<file path="src/rtl/chan_scan_pkg.sv">
// rtl/chan_scan_pkg.sv - shared types and constants for the channel scan mux
//
// Purpose : state encoding, mode constants and the channel-index width helper
//           used by chan_scan_mux and rr_next_chan.
// Ports   : none (package).
// Config  : CHAN_MASK_EN (optional per-channel enable mask) is handled in the
//           modules that import this package.
package chan_scan_pkg;

  typedef enum logic {
    ST_MANUAL = 1'b0,
    ST_SCAN   = 1'b1
  } state_t;

  localparam logic MODE_MANUAL = 1'b0;
  localparam logic MODE_SCAN   = 1'b1;

  // Index width for n items, never narrower than one bit so a single-channel
  // build still has a legal select port.
  function automatic int sel_width(input int n);
    return (n > 1) ? $clog2(n) : 1;
  endfunction

endpackage

</file>
<file path="src/rtl/rr_next_chan.sv">
// rtl/rr_next_chan.sv - round-robin search for the channel after the current one
//
// Purpose : combinational next-channel lookup for the auto-scan advance.
// Ports   : chan       in  SEL_W     currently shown channel
//           chan_mask  in  CHANNELS  enable per channel (CHAN_MASK_EN only)
//           next_chan  out SEL_W     next channel to show
// Config  : CHAN_MASK_EN - with it, the search skips disabled channels and
//           returns chan when none is enabled; without it, chan+1 with wrap.
module rr_next_chan
  import chan_scan_pkg::*;
#(
  parameter int CHANNELS = 4,
  parameter int SEL_W    = 2
) (
  input  logic [SEL_W-1:0]    chan,
`ifdef CHAN_MASK_EN
  input  logic [CHANNELS-1:0] chan_mask,
`endif
  output logic [SEL_W-1:0]    next_chan
);

`ifdef CHAN_MASK_EN
  // Walk offsets from farthest to nearest so the nearest enabled channel in
  // ascending (wrapping) order wins. Offset CHANNELS lands back on chan, so a
  // lone enabled current channel is re-selected and an empty mask holds chan.
  always_comb begin
    logic [SEL_W-1:0] idx;
    idx       = '0;
    next_chan = chan;
    for (int k = CHANNELS; k >= 1; k--) begin
      idx = SEL_W'((32'(chan) + 32'(k)) % 32'(CHANNELS));
      if (chan_mask[idx]) begin
        next_chan = idx;
      end
    end
  end
`else
  assign next_chan = (32'(chan) == 32'(CHANNELS - 1)) ? '0 : chan + SEL_W'(1);
`endif

endmodule

</file>
<file path="src/rtl/chan_scan_mux.sv">
// rtl/chan_scan_mux.sv - manual / auto-scan selector of CHANNELS sources
//
// Purpose : puts one of CHANNELS WIDTH-bit sources on a registered output,
//           either chosen by sel (manual) or rotated every DWELL cycles (scan).
// Ports   : clk       in  1                 rising-edge clock
//           rst       in  1                 asynchronous active-low reset
//           mode      in  1                 0 manual, 1 auto-scan
//           sel       in  SEL_W             manual channel select
//           hold      in  1                 freeze all state while high
//           data_in   in  CHANNELS*WIDTH    channel k at [k*WIDTH +: WIDTH]
//           chan_mask in  CHANNELS          channel enables (CHAN_MASK_EN only)
//           result    out WIDTH             registered selected data
//           chan      out SEL_W             channel currently shown
//           switched  out 1                 one-cycle pulse when chan changes
// Config  : CHAN_MASK_EN - adds chan_mask; disabled channels read as zero and
//           are skipped by the scan.
module chan_scan_mux
  import chan_scan_pkg::*;
#(
  parameter  int WIDTH    = 3,
  parameter  int CHANNELS = 4,
  parameter  int DWELL    = 8,
  localparam int SEL_W    = sel_width(CHANNELS)
) (
  input  logic                      clk,
  input  logic                      rst,
  input  logic                      mode,
  input  logic [SEL_W-1:0]          sel,
  input  logic                      hold,
  input  logic [CHANNELS*WIDTH-1:0] data_in,
`ifdef CHAN_MASK_EN
  input  logic [CHANNELS-1:0]       chan_mask,
`endif
  output logic [WIDTH-1:0]          result,
  output logic [SEL_W-1:0]          chan,
  output logic                      switched
);

  localparam int CNT_W = (DWELL > 1) ? $clog2(DWELL) : 1;

  state_t           r_state;
  logic [CNT_W-1:0] r_cnt;
  logic [SEL_W-1:0] r_chan;
  logic [WIDTH-1:0] r_result;
  logic             r_switched;

  logic [WIDTH-1:0] w_ch [CHANNELS];
  logic [SEL_W-1:0] w_rr_next;
  logic [SEL_W-1:0] w_sel_chan;
  logic [SEL_W-1:0] w_next_chan;
  logic [CNT_W-1:0] w_next_cnt;
  logic [WIDTH-1:0] w_next_result;
  state_t           w_next_state;
  logic             w_sel_ok;
  logic             w_dwell_end;

  for (genvar k = 0; k < CHANNELS; k++) begin : g_unpack
    assign w_ch[k] = data_in[k*WIDTH +: WIDTH];
  end

  rr_next_chan #(
    .CHANNELS (CHANNELS),
    .SEL_W    (SEL_W)
  ) u_rr_next_chan (
    .chan      (r_chan),
`ifdef CHAN_MASK_EN
    .chan_mask (chan_mask),
`endif
    .next_chan (w_rr_next)
  );

  // A select beyond the last channel is ignored: the current channel stays.
  assign w_sel_ok    = 32'(sel) < 32'(CHANNELS);
  assign w_sel_chan  = w_sel_ok ? sel : r_chan;
  assign w_dwell_end = 32'(r_cnt) == 32'(DWELL - 1);

  always_comb begin
    w_next_state = r_state;
    w_next_cnt   = r_cnt;
    w_next_chan  = r_chan;
    case (r_state)
      ST_MANUAL: begin
        if (mode == MODE_SCAN) begin
          // Scan starts from whatever channel is already on show.
          w_next_state = ST_SCAN;
          w_next_cnt   = '0;
        end else begin
          w_next_chan = w_sel_chan;
        end
      end
      ST_SCAN: begin
        if (mode == MODE_MANUAL) begin
          w_next_state = ST_MANUAL;
          w_next_cnt   = '0;
          w_next_chan  = w_sel_chan;
        end else if (w_dwell_end) begin
          w_next_cnt  = '0;
          w_next_chan = w_rr_next;
        end else begin
          w_next_cnt = r_cnt + CNT_W'(1);
        end
      end
      default: begin
        w_next_state = ST_MANUAL;
      end
    endcase
  end

  // result follows the live data of the channel that will be on show, so a
  // source change reaches the output one edge later even mid-dwell.
`ifdef CHAN_MASK_EN
  assign w_next_result = chan_mask[w_next_chan] ? w_ch[w_next_chan] : '0;
`else
  assign w_next_result = w_ch[w_next_chan];
`endif

  always_ff @(posedge clk or negedge rst) begin
    if (!rst) begin
      r_state    <= ST_MANUAL;
      r_cnt      <= '0;
      r_chan     <= '0;
      r_result   <= '0;
      r_switched <= 1'b0;
    end else if (hold) begin
      // Everything freezes; only the change pulse is forced low.
      r_switched <= 1'b0;
    end else begin
      r_state    <= w_next_state;
      r_cnt      <= w_next_cnt;
      r_chan     <= w_next_chan;
      r_result   <= w_next_result;
      r_switched <= (w_next_chan != r_chan);
    end
  end

  assign result   = r_result;
  assign chan     = r_chan;
  assign switched = r_switched;

endmodule

</file>
<file path="config.mk">
export PLATFORM = sky130hd
export DESIGN_NAME = chan_scan_mux
export DESIGN_NICKNAME = d
export VERILOG_FILES = /design/src/rtl/chan_scan_pkg.sv /design/src/rtl/rr_next_chan.sv /design/src/rtl/chan_scan_mux.sv
export SDC_FILE = /design/constraint.sdc
export NUM_CORES = 1
export LEC_CHECK = 0
export ABC_AREA = 1
export CAP_MARGIN = 5
export CORE_MARGIN = 2
export CORE_UTILIZATION = 43
export CTS_CLUSTER_DIAMETER = 60
export DETAILED_ROUTE_END_ITERATION = 10
export MAX_ROUTING_LAYER = met4
export PLACE_DENSITY = 0.72
export SYNTH_ARGS = -nofsm -noshare
export SYNTH_HDL_FRONTEND = slang
export SYNTH_SLANG_ARGS = --single-unit
</file>
<file path="constraint.sdc">
create_clock -name clk -period 2.17 [get_ports clk]
set_input_delay 0.434 -clock clk [delete_from_list [all_inputs] [get_ports clk]]
set_output_delay 0.434 -clock clk [all_outputs]
set_load 0.02 [all_outputs]
</file>
Word level (Yosys, flattened, before mapping) --
Index checks and enable logic that the tools add are counted.
Cells by class: $add $sub $neg 2, div/mod/pow operators 0, bitwise logic cells 3, reductions and logical operators 1, $mul 0, shift-type cells 0, multiplexer cells 14, magnitude comparators 1, eq/ne operators 4
Operators with widths (number):
- $mux 3 | 5
- $mux 2 | 4
- $bmux 3 s2 | 1
- $pmux 3 s2 | 1
- $pmux 2 s2 | 1
- $add 3x1->3 const B | 1
- $eq 3x3->1 const B | 1
- $ge 3x3->1 const B | 1
- $not 2->3 | 1
- $add 2x1->2 const B | 1
- $eq 2x2->1 const B | 1
- $mux 1 | 2
- $ne 2x2->1 | 1
- $ne 2x2->1 const B | 1
- $not 1->1 | 2
- $reduce_and 2->1 | 1
Storage, ports and cells: word-level logic and storage cells 30, output and inout bits 6, bits of input ports 18, bits in writable memories 0, flip-flop bits (word level) 10, ROM bits 0, memories 0, bits in latches 0

Depth between registers and ports, before layout --
Gate-level depths: netlist of run 1.
word-level depth 9, mapped depth 12, gate-level depth less buffers 12

Modules after synthesis --
From an unflattened synthesis of run 1, not the netlist that was laid out.
Unflattened totals: cells, all modules 107, area, all modules 742.0 µm²
Modules (own cells, without submodules):
- chan_scan_mux | times used 1, cells each 105, area each 725.7 µm², sequential area each 250.2 µm²
- rr_next_chan | times used 1, cells each 2, area each 16.3 µm², sequential area each 0.0 µm²

Worst setup path before layout of run 1 --
Ideal clock, no wire load.
kind reg2reg, start point register r_cnt[0], end point register r_result[0] (netlist: result[0]), arrival 1.396 ns, setup time 0.117 ns, period minus slack after synthesis 1.513 ns, buffers on the path 0, data required time 2.053 ns, path slack 0.657 ns, cell stages (with the launch flop) 13, path through dfrtp_1 > ha_1 > ha_1 > nand2_2 > clkinv_1 > nand2_1 > nand3_2 > nand2_2 > inv_1 > nand3_1 > nand2_1 > nand2_1 > nand2_1
Between the ends: longest elaborated chain between the ends 8
Ends and longest elaborated chain:
- from (decl) | RTL line chan_scan_mux.sv:42 | logic [CNT_W-1:0] r_cnt;
- from (signal assigned) | RTL line chan_scan_mux.sv:129 | r_cnt <= w_next_cnt;
- $eq 3x3->1 | RTL line chan_scan_mux.sv:75 | assign w_dwell_end = 32'(r_cnt) == 32'(DWELL - 1);
- $mux 2 | RTL line chan_scan_mux.sv:96 | end else if (w_dwell_end) begin
- $mux 2 | RTL line chan_scan_mux.sv:92 | if (mode == MODE_MANUAL) begin
- $pmux 2 s2 | RTL line chan_scan_mux.sv:81 | case (r_state)
- $not 2->3 (not written as such) | RTL line chan_scan_mux.sv:114 | assign w_next_result = w_ch[w_next_chan];
- $bmux 3 s2 | RTL line chan_scan_mux.sv:114
- $mux 3 (not written as such) (2 in series) | RTL line chan_scan_mux.sv:114
- to (signal assigned) | RTL line chan_scan_mux.sv:131 | r_result <= w_next_result;
- to (decl) | RTL line chan_scan_mux.sv:44 | logic [WIDTH-1:0] r_result;
No other way between the ends. The select of a mux whose other input is x is not followed. A chain may end at the register's enable or synchronous reset.

Worst setup path in the final report of run 1 --
start point register r_chan[1] (netlist: chan[1]), end point output port chan[1]
RTL lines:
- from (decl) | RTL line chan_scan_mux.sv:43 | logic [SEL_W-1:0] r_chan;
- from (signal assigned) | RTL line chan_scan_mux.sv:130 | r_chan <= w_next_chan;
- to (decl) | RTL line chan_scan_mux.sv:35 | output logic [SEL_W-1:0] chan,
No word-level cell between the ends.

==> results of run 1 <==
==> flip-flops by register name, summed over array words and instances (netlist names) <==
signal / cells
r_state: 1
chan: 2
result: 3
r_cnt: 3
switched: 1
==> stage by stage <==
step           setup WS (ns)  power, mW  cells
2_1_floorplan          0.657      0.335    101
3_3_place_gp           0.354      0.419    139
3_5_place_dp           0.329      0.422    139
4_1_cts                0.388      0.591    143
5_1_grt                0.319      0.627    143
6_report               0.408      0.585    143
==> power by group <==
group / internal [mW] / total (mW) / switching (mW)
Sequential: 0.209 / 0.226 / 0.0172
Combinational: 0.0941 / 0.192 / 0.0975
Clock: 0.102 / 0.167 / 0.0649
==> placed cells by master (no fill, tap or decap) <==
cell              n
nand3b_1          1
or2_1             1
inv_2             2
o21bai_4          1
nand2_1          26
clkbuf_4          3
inv_1            21
clkinv_1          1
o22ai_1           1
nor2_1            3
ha_1              3
xor2_1            1
clkbuf_8          1
nand2_2           4
a21oi_1           2
dfrtp_1          10
o21ai_0           4
nand2_4           1
nand3_2           1
o21bai_1          1
clkdlybuf4s50_1  23
nand3_1          16
==> logic make-up (layout without fill, tap and decap cells) <==
family          count (synthesis)  in the layout  share of synthesized area, %
simple gates                   53             53                          35.5
buf+inv                        25             51                          13.4
flops                          10             10                          35.7
compound gates                  9              9                          8.91
fa+ha+maj                       3              3                          5.35
xor+xnor                        1              1                          1.25
==> layer usage <==
| metal | track usage [%] | part of all wire, % | wire, um |
|---|---|---|---|
| met4 | 5.45 | 1.9 | 28 |
| met3 | 6.12 | 3.9 | 57 |
| met1 | 21.0 | 48 | 707 |
| met2 | 29.1 | 46 | 682 |
| met5 | - | 0 | 0 |
==> area by class of cell <==
cell class / count / area (um2) / area share [%]
Multi-Input combinational cell: 66 / 358 / 36.3
Sequential cell: 10 / 250 / 25.4
Inverter: 24 / 90.1 / 9.15
Timing Repair Buffer: 23 / 230 / 23.4
Tap cell: 16 / 20.0 / 2.03
Clock buffer: 4 / 36.3 / 3.68
==> worst paths after layout <==
kind,start,to,slack [ns],cells past startpoint
max in group asynchronous,rst,r_state,1.40,1
min,rst,result[0],0.47,1
min reg2reg,result[0],result[0],0.49,2
min in group clk,result[0],result[0],0.49,2
max,chan[1],chan[1],0.41,1
max reg2reg,r_cnt[0],result[0],0.48,12
==> results.yml, run 1 <==
timing:
  finalHoldViolCount: 0
  setup-tns-final_ns: 0
  worst_pin_slew_ns: 0.425
  finalMaxSlewViolations: 0
  min_period_over_period_pct: 81.2
  fin_worst_skew_ns: 0.000498
  hold_ws_ns: 0.472
  fmax_mhz: 568
  rsz0062_at_grt: "false"
  period_minus_slack_ns: 1.76
  slew_headroom_pct: 71.6
  setup_viol: 0
clocking:
  cts_tree: "built"
  clk_latency_ns: 0.26
  htree_levels: 1
  postCtsHoldBufs: 0
  cts_setup_buffers: 0
  cts_buffers: 3
  ctsResizeCount: 0
  cts_buffer_depth: 2
  path_clk_slew_ns: 0.07
  cts_root_buf: "clkbuf_4"
  clock-sinks: 10
logic_synthesis:
  synth.top_cell.area_share_pct: 35.7
  ys.flop_type: "dfrtp_1"
  syn-num-nets: 122
  ys_types: 20
  ys_seq_area_share_pct: 35.7
  netlist_top_cells_count: "nand2_1, inv_1, nand3_1, dfrtp_1"
  synth_largest_area_cell: "dfrtp_1"
  synth_warnings: 0
  synthCells: 101
  synth-edff-count: 0
  synth_most_common_cell: "nand2_1"
  synth_area_um2: 702
  ys_seq_elements: 10
  ys_async_sr_fraction_pct: 100
  avgSynthCellArea_um2: 6.95
  ys_top_cells_by_area: "dfrtp_1, nand2_1, nand3_1"
worst_setup_path:
  worstPathRequired_ns: 1.74
  crit_fanout: 6
  slowest_stage: "clkdlybuf4s50_1"
  crit_path_start_kind: "flop"
  cp_cell_sequence: "clkdlybuf4s50_1"
  critPathMaxStageDelay_ns: 0.63
  path_delay_family: "buffers and inverters"
  crit_arrival_ns: 1.33
  cp_num_buf_inv: 1
  path_class: "flop to output port"
  cp-end-kind: "output port"
global_route:
  grt_max_degree: 11
  antenna_found_initial: 0
  grt_overflow: 0
  grt_pass1_vias: 643
  grtUsageTotal_pct: 18.0
  grt_pass1_wl_um: 2530
flow_run:
  max_cap_violations: 0
placed_design:
  port_buffers: 23
  hpwlAfterDp_um: 1220
  gp_congestion: 0.806
  placedInstanceArea_um2: 948
run_status:
  outcome: "completed"
layout:
  fillerInstances: 152
  final_area_um2: 985
  fin_util_pct: 64.6
  area_growth_pct: 40.3
  drive_gt1_share_pct: 10.2
  n_antenna_cell: 0
  nets: 149
die:
  pin_count: 24
  die_x_um: 44.4
  fp.coreArea_um2: 1520
  die_h_um: 44.4
  start_util_pct: 46.1
  row_count: 14
  dieArea_um2: 1970
route:
  via_count: 684
  drt_iter0_markers: 18
  antenna_left: 0
  via_per_inst: 4.78
  drcViolationCount: 0
  drtPass1Iterations: 4
  wl_per_cell_um: 10.3
  drt-total-wl_um: 1480
pwr:
  power_density_nw_per_um2: 594
  ir_worst_vdd_uv: 553
  p_leak_nw: 0.527
worst_hold_path:
  hold_path.class: "primary input to async pin"
No activity file was read; power rests on OpenSTA's default activity.
==> run 2, diff against run 1 <==
Settings changed: CORE_UTILIZATION 43 to 39, PLACE_DENSITY 0.72 to 0.69.
Clock period 2.17 ns to 1.6 ns, I/O delays scaled along.
==> run 2 against run 1 <==
Net effect: the run now ends with negative setup slack left; power rose by 42%; critical path type is now flop to flop; worst hold slack got worse by 0.12 ns; cell count rose by 13%; largest cell class unchanged; critical path depth rose by 7.
==> results.yml, run 2 (synthesized netlist as in run 1, its figures left out) <==
global_route:
  grtUsageTotal_pct: 18.9
  antenna_found_initial: 0
  grt_max_degree: 11
  use_met3_pct: 6.27
  grt_pass1_vias: 702
  grt_use_met1_pct: 21.9
  grt_pass1_wl_um: 2770
  use_met2_pct: 31.4
  grt_overflow: 0
  top_usage_layer: "met2"
layout:
  final_cell_mix: "nand2_1, clkdlybuf4s50_1, inv_1"
  area_growth_pct: 58.6
  final_common_cell: "nand2_1"
  drive_gt1_share_pct: 21.9
  fin_util_pct: 65.2
  nets: 159
  n_antenna_cell: 0
  layout.cells.non_filler: 162
  fillerInstances: 158
route:
  drcViolationCount: 0
  via_per_inst: 4.49
  drt_iter0_markers: 12
  wl_per_cell_um: 10.0
  drt-total-wl_um: 1620
  via_count: 727
  drtPass1Iterations: 4
  antenna_left: 0
clocking:
  cts_buffers: 3
  cts_buffer_depth: 2
  cts_tree: "built"
  htree_levels: 1
  postCtsHoldBufs: 0
  path_clk_slew_ns: 0.07
  clock-sinks: 10
  clk_latency_ns: 0.27
  cts_root_buf: "clkbuf_4"
timing:
  finalMaxSlewViolations: 0
  setup-tns-final_ns: -0.0487
  worst_pin_slew_ns: 0.427
  hold_ws_ns: 0.350
  fmax_mhz: 607
  rsz0062_at_grt: "true"
  setup_viol: 1
  fin_ws_ns: -0.0487
  fin_worst_skew_ns: 0.00905
  period_minus_slack_ns: 1.65
  slew_headroom_pct: 71.5
  min_period_over_period_pct: 103
  finalHoldViolCount: 0
pwr:
  p_leak_nw: 0.600
  power_density_nw_per_um2: 744
  ir_worst_vdd_uv: 594
  finalPower_mw: 0.828
worst_setup_path:
  slowest_stage: "dfrtp_1"
  worstPathRequired_ns: 1.75
  cp_num_buf_inv: 1
  crit_fanout: 8
  cp-end-kind: "flop"
  crit_path_start_kind: "flop"
  critPathMaxStageDelay_ns: 0.39
  cp_cell_sequence: "ha_2, ha_4, nand2_4, nor2_2, o21bai_4, buf_4, xor2_1, a21oi_1"
  path_delay_family: "flip-flops"
  crit_arrival_ns: 1.80
  path_class: "flop to flop"
die:
  start_util_pct: 41.1
  dieArea_um2: 2160
  die_x_um: 46.4
  die_h_um: 46.4
  row_count: 15
  fp.coreArea_um2: 1710
  pin_count: 24
flow_run:
  max_cap_violations: 0
placed_design:
  placedCellCount: 152
  gp_congestion: 0.735
  port_buffers: 23
  hpwlAfterDp_um: 1230
run_status:
  violations: "negative setup slack"
  outcome: "finished with violations"
worst_hold_path:
  hold_path.class: "primary input to async pin"
[run 2: worst paths after layout]
check                          start        end  slack (ns)  cells past startpoint
setup / recovery            r_cnt[0]   switched       -0.05                      8
hold / removal                   rst   r_cnt[0]        0.35                      1
setup reg to reg            r_cnt[0]   switched       -0.05                      8
hold reg to reg            result[0]  result[0]        0.48                      2
max in group asynchronous        rst   r_cnt[1]        0.94                      1
min in group clk           result[0]  result[0]        0.48                      2
[run 2: layer usage]
metal | routed length [um] | vias to the layer above
li1 | - | 385
met1 | 695 | 326
met2 | 849 | 14
met3 | 72 | 2
met4 | 4 | 0
met5 | 0 | -
[run 2: per-stage QoR]
stage,instance area [um2],setup WS [ns]
after global placement,990,-0.0681
after detailed placement,990,-0.0901
after CTS,1070,-0.000990
after global routing,1110,-0.116
final,1110,-0.0487
after floorplan,702,0.0871
[run 2: area by class of cell]
cell class                 count  area, um2  share of cell area (%)
multi-input combinational     66        403                    36.2
timing repair buffer          33        303                    27.2
sequential                    10        250                    22.5
inverter                      24       90.1                    8.09
clock buffer                   4       36.3                    3.26
tap                           25       31.3                    2.81
[run 2: where the power goes]
| part | internal (mW) | switching, mW | total, mW | leakage [nW] |
|---|---|---|---|---|
| Sequential | 0.284 | 0.0236 | 0.307 | 0.127 |
| Clock | 0.138 | 0.0882 | 0.226 | 0.0210 |
| Combinational | 0.148 | 0.147 | 0.295 | 0.453 |
| Total | 0.570 | 0.258 | 0.828 | 0.600 |
[run 2: repair_timing]
action	in CTS	in global routing
endpoints found under the setup margin	6	4
resized for setup	7	7
pin swaps	2	4
setup buffers	3	3
endpoints found under the hold margin	0	0
==> run 3, diff against run 2 <==
Settings changed: CORE_MARGIN 2 to 4.
==> run 3 against run 2 <==
Net effect: the flow still finishes with violations (negative setup slack); non-clock buffer count down 2; power decreased by 7.5%; die area increased by 18%; sequential power barely moved; clock skew fell by 0.0057 ns; clock-buffer cell count down 1; first-iteration DRC count is 58% lower; core utilization fell by 0.37 points.
==> results.yml, run 3 (synthesized netlist as in run 1, its figures left out) <==
layout:
  fillerInstances: 146
  area_growth_pct: 57.8
  regArea_um2: 250
  nets: 157
  final_cell_mix: "nand2_1, clkdlybuf4s50_1, inv_1"
  n_antenna_cell: 0
  final_common_cell: "nand2_1"
  drive_gt1_share_pct: 20.9
  final_area_um2: 1110
  multiInputGateArea_um2: 418
route:
  via_per_inst: 4.43
  drt-met1-wl_um: 731
  antenna_left: 0
  drtPass1Iterations: 4
  dr_wl_met2_um: 841
  wl_per_cell_um: 10.2
  wl_met3_um: 43
  drt_iter0_markers: 5
  drcViolationCount: 0
  drt-total-wl_um: 1620
  via_count: 705
  top_layer_used: "met3"
timing:
  rsz0062_at_grt: "true"
  fin_ws_ns: -0.0470
  min_period_over_period_pct: 103
  fmax_mhz: 607
  finalHoldViolCount: 0
  worst_pin_slew_ns: 0.436
  setup_viol: 1
  hold_ws_ns: 0.372
  slew_headroom_pct: 70.8
  period_minus_slack_ns: 1.65
  fin_worst_skew_ns: 0.00338
  finalMaxSlewViolations: 0
worst_setup_path:
  crit_arrival_ns: 1.78
  r2r_start: "r_cnt[1]"
  path_class: "flop to flop"
  reg2reg_to: "switched"
  rr_worst_depth: 9
  crit_path_start_kind: "flop"
  crit_fanout: 8
  r2r_setup_slack_ns: -0.05
  worstPathRequired_ns: 1.74
  cp-end-kind: "flop"
worst_hold_path:
  hold_path.class: "primary input to async pin"
clocking:
  cts_buffer_depth: 2
  htree_levels: 1
  cts_root_buf: "clkbuf_4"
  clk_latency_ns: 0.25
  cts_tree: "built"
  clock-sinks: 10
  path_clk_slew_ns: 0.06
  cts_buffers: 3
placed_design:
  gp_congestion: 0.844
  hpwlAfterDp_um: 1230
  port_buffers: 23
  placedInstanceArea_um2: 990
pwr:
  ir_worst_vdd_uv: 458
  power_density_nw_per_um2: 692
  p_leak_nw: 0.596
die:
  start_util_pct: 41.1
  die_h_um: 50.4
  pin_count: 24
  die_x_um: 50.4
  dieArea_um2: 2540
  fp.coreArea_um2: 1710
  row_count: 15
global_route:
  grt_max_degree: 11
  antenna_found_initial: 0
  grt_pass1_vias: 657
  grtUsageTotal_pct: 14.6
  grt_pass1_wl_um: 2820
  grt_overflow: 0
run_status:
  outcome: "finished with violations"
  violations: "negative setup slack"
flow_run:
  max_cap_violations: 0
[run 3: worst max path at each step]
stage	startpoint	to	slack, ns
after global placement	mode	result[2]	-0.06
final	r_cnt[1]	switched	-0.05
after CTS	r_cnt[1]	result[2]	0.005
after detailed placement	mode	result[2]	-0.11
after floorplan	r_cnt[0]	result[0]	0.09
after global routing	r_cnt[0]	switched	-0.17
[run 3: metrics by stage]
stage | std cells | total power [mW] | worst slack (ns) | utilization (%) | TNS, ns
floorplan | 101 | 0.454 | 0.0871 | - | 0
global placement | 152 | 0.579 | -0.0583 | 57.9 | -0.178
detailed placement | 152 | 0.582 | -0.113 | 57.9 | -0.358
CTS | 156 | 0.752 | 0.00480 | 61.2 | 0
global route | 159 | 0.829 | -0.168 | 64.8 | -0.566
finish | 159 | 0.767 | -0.0470 | 64.8 | -0.0470
[run 3: area by class of cell]
type                            count  share of cell area, %
Multi-Input combinational cell     66                   37.7
Timing Repair Buffer               31                   26.3
Sequential cell                    10                   22.6
Inverter                           24                   8.47
Tap cell                           25                   2.82
Clock buffer                        3                   2.03
[run 3: worst max-delay path, stage by stage, from the launching register on]
cell	delay (ns)
dfrtp_1	0.37
ha_2	0.20
ha_4	0.15
nand2_4	0.07
nand2_4	0.08
nand2_4	0.05
o21bai_4	0.24
buf_4	0.16
xor2_1	0.14
a21oi_1	0.08
[run 3: routing by layer]
| layer | vias to the layer above | GRT usage, % |
|---|---|---|
| li1 | 380 | - |
| met1 | 314 | 18.3 |
| met2 | 11 | 24.1 |
| met3 | 0 | 2.67 |
| met4 | 0 | 4.04 |
| met5 | - | - |
[run 3: what timing repair did]
| action | CTS | global route |
|---|---|---|
| pin swaps | 3 | 5 |
| gates resized for setup | 8 | 9 |
| hold buffers | 0 | 0 |
| buffers inserted | 1 | 3 |
| setup endpoints to repair | 5 | 5 |
| gates cloned | 0 | 0 |
[run 3: where the power goes]
group | internal (mW) | switching, mW | total (mW)
Combinational | 0.149 | 0.151 | 0.300
Sequential | 0.284 | 0.0219 | 0.306
Clock | 0.0863 | 0.0750 | 0.161
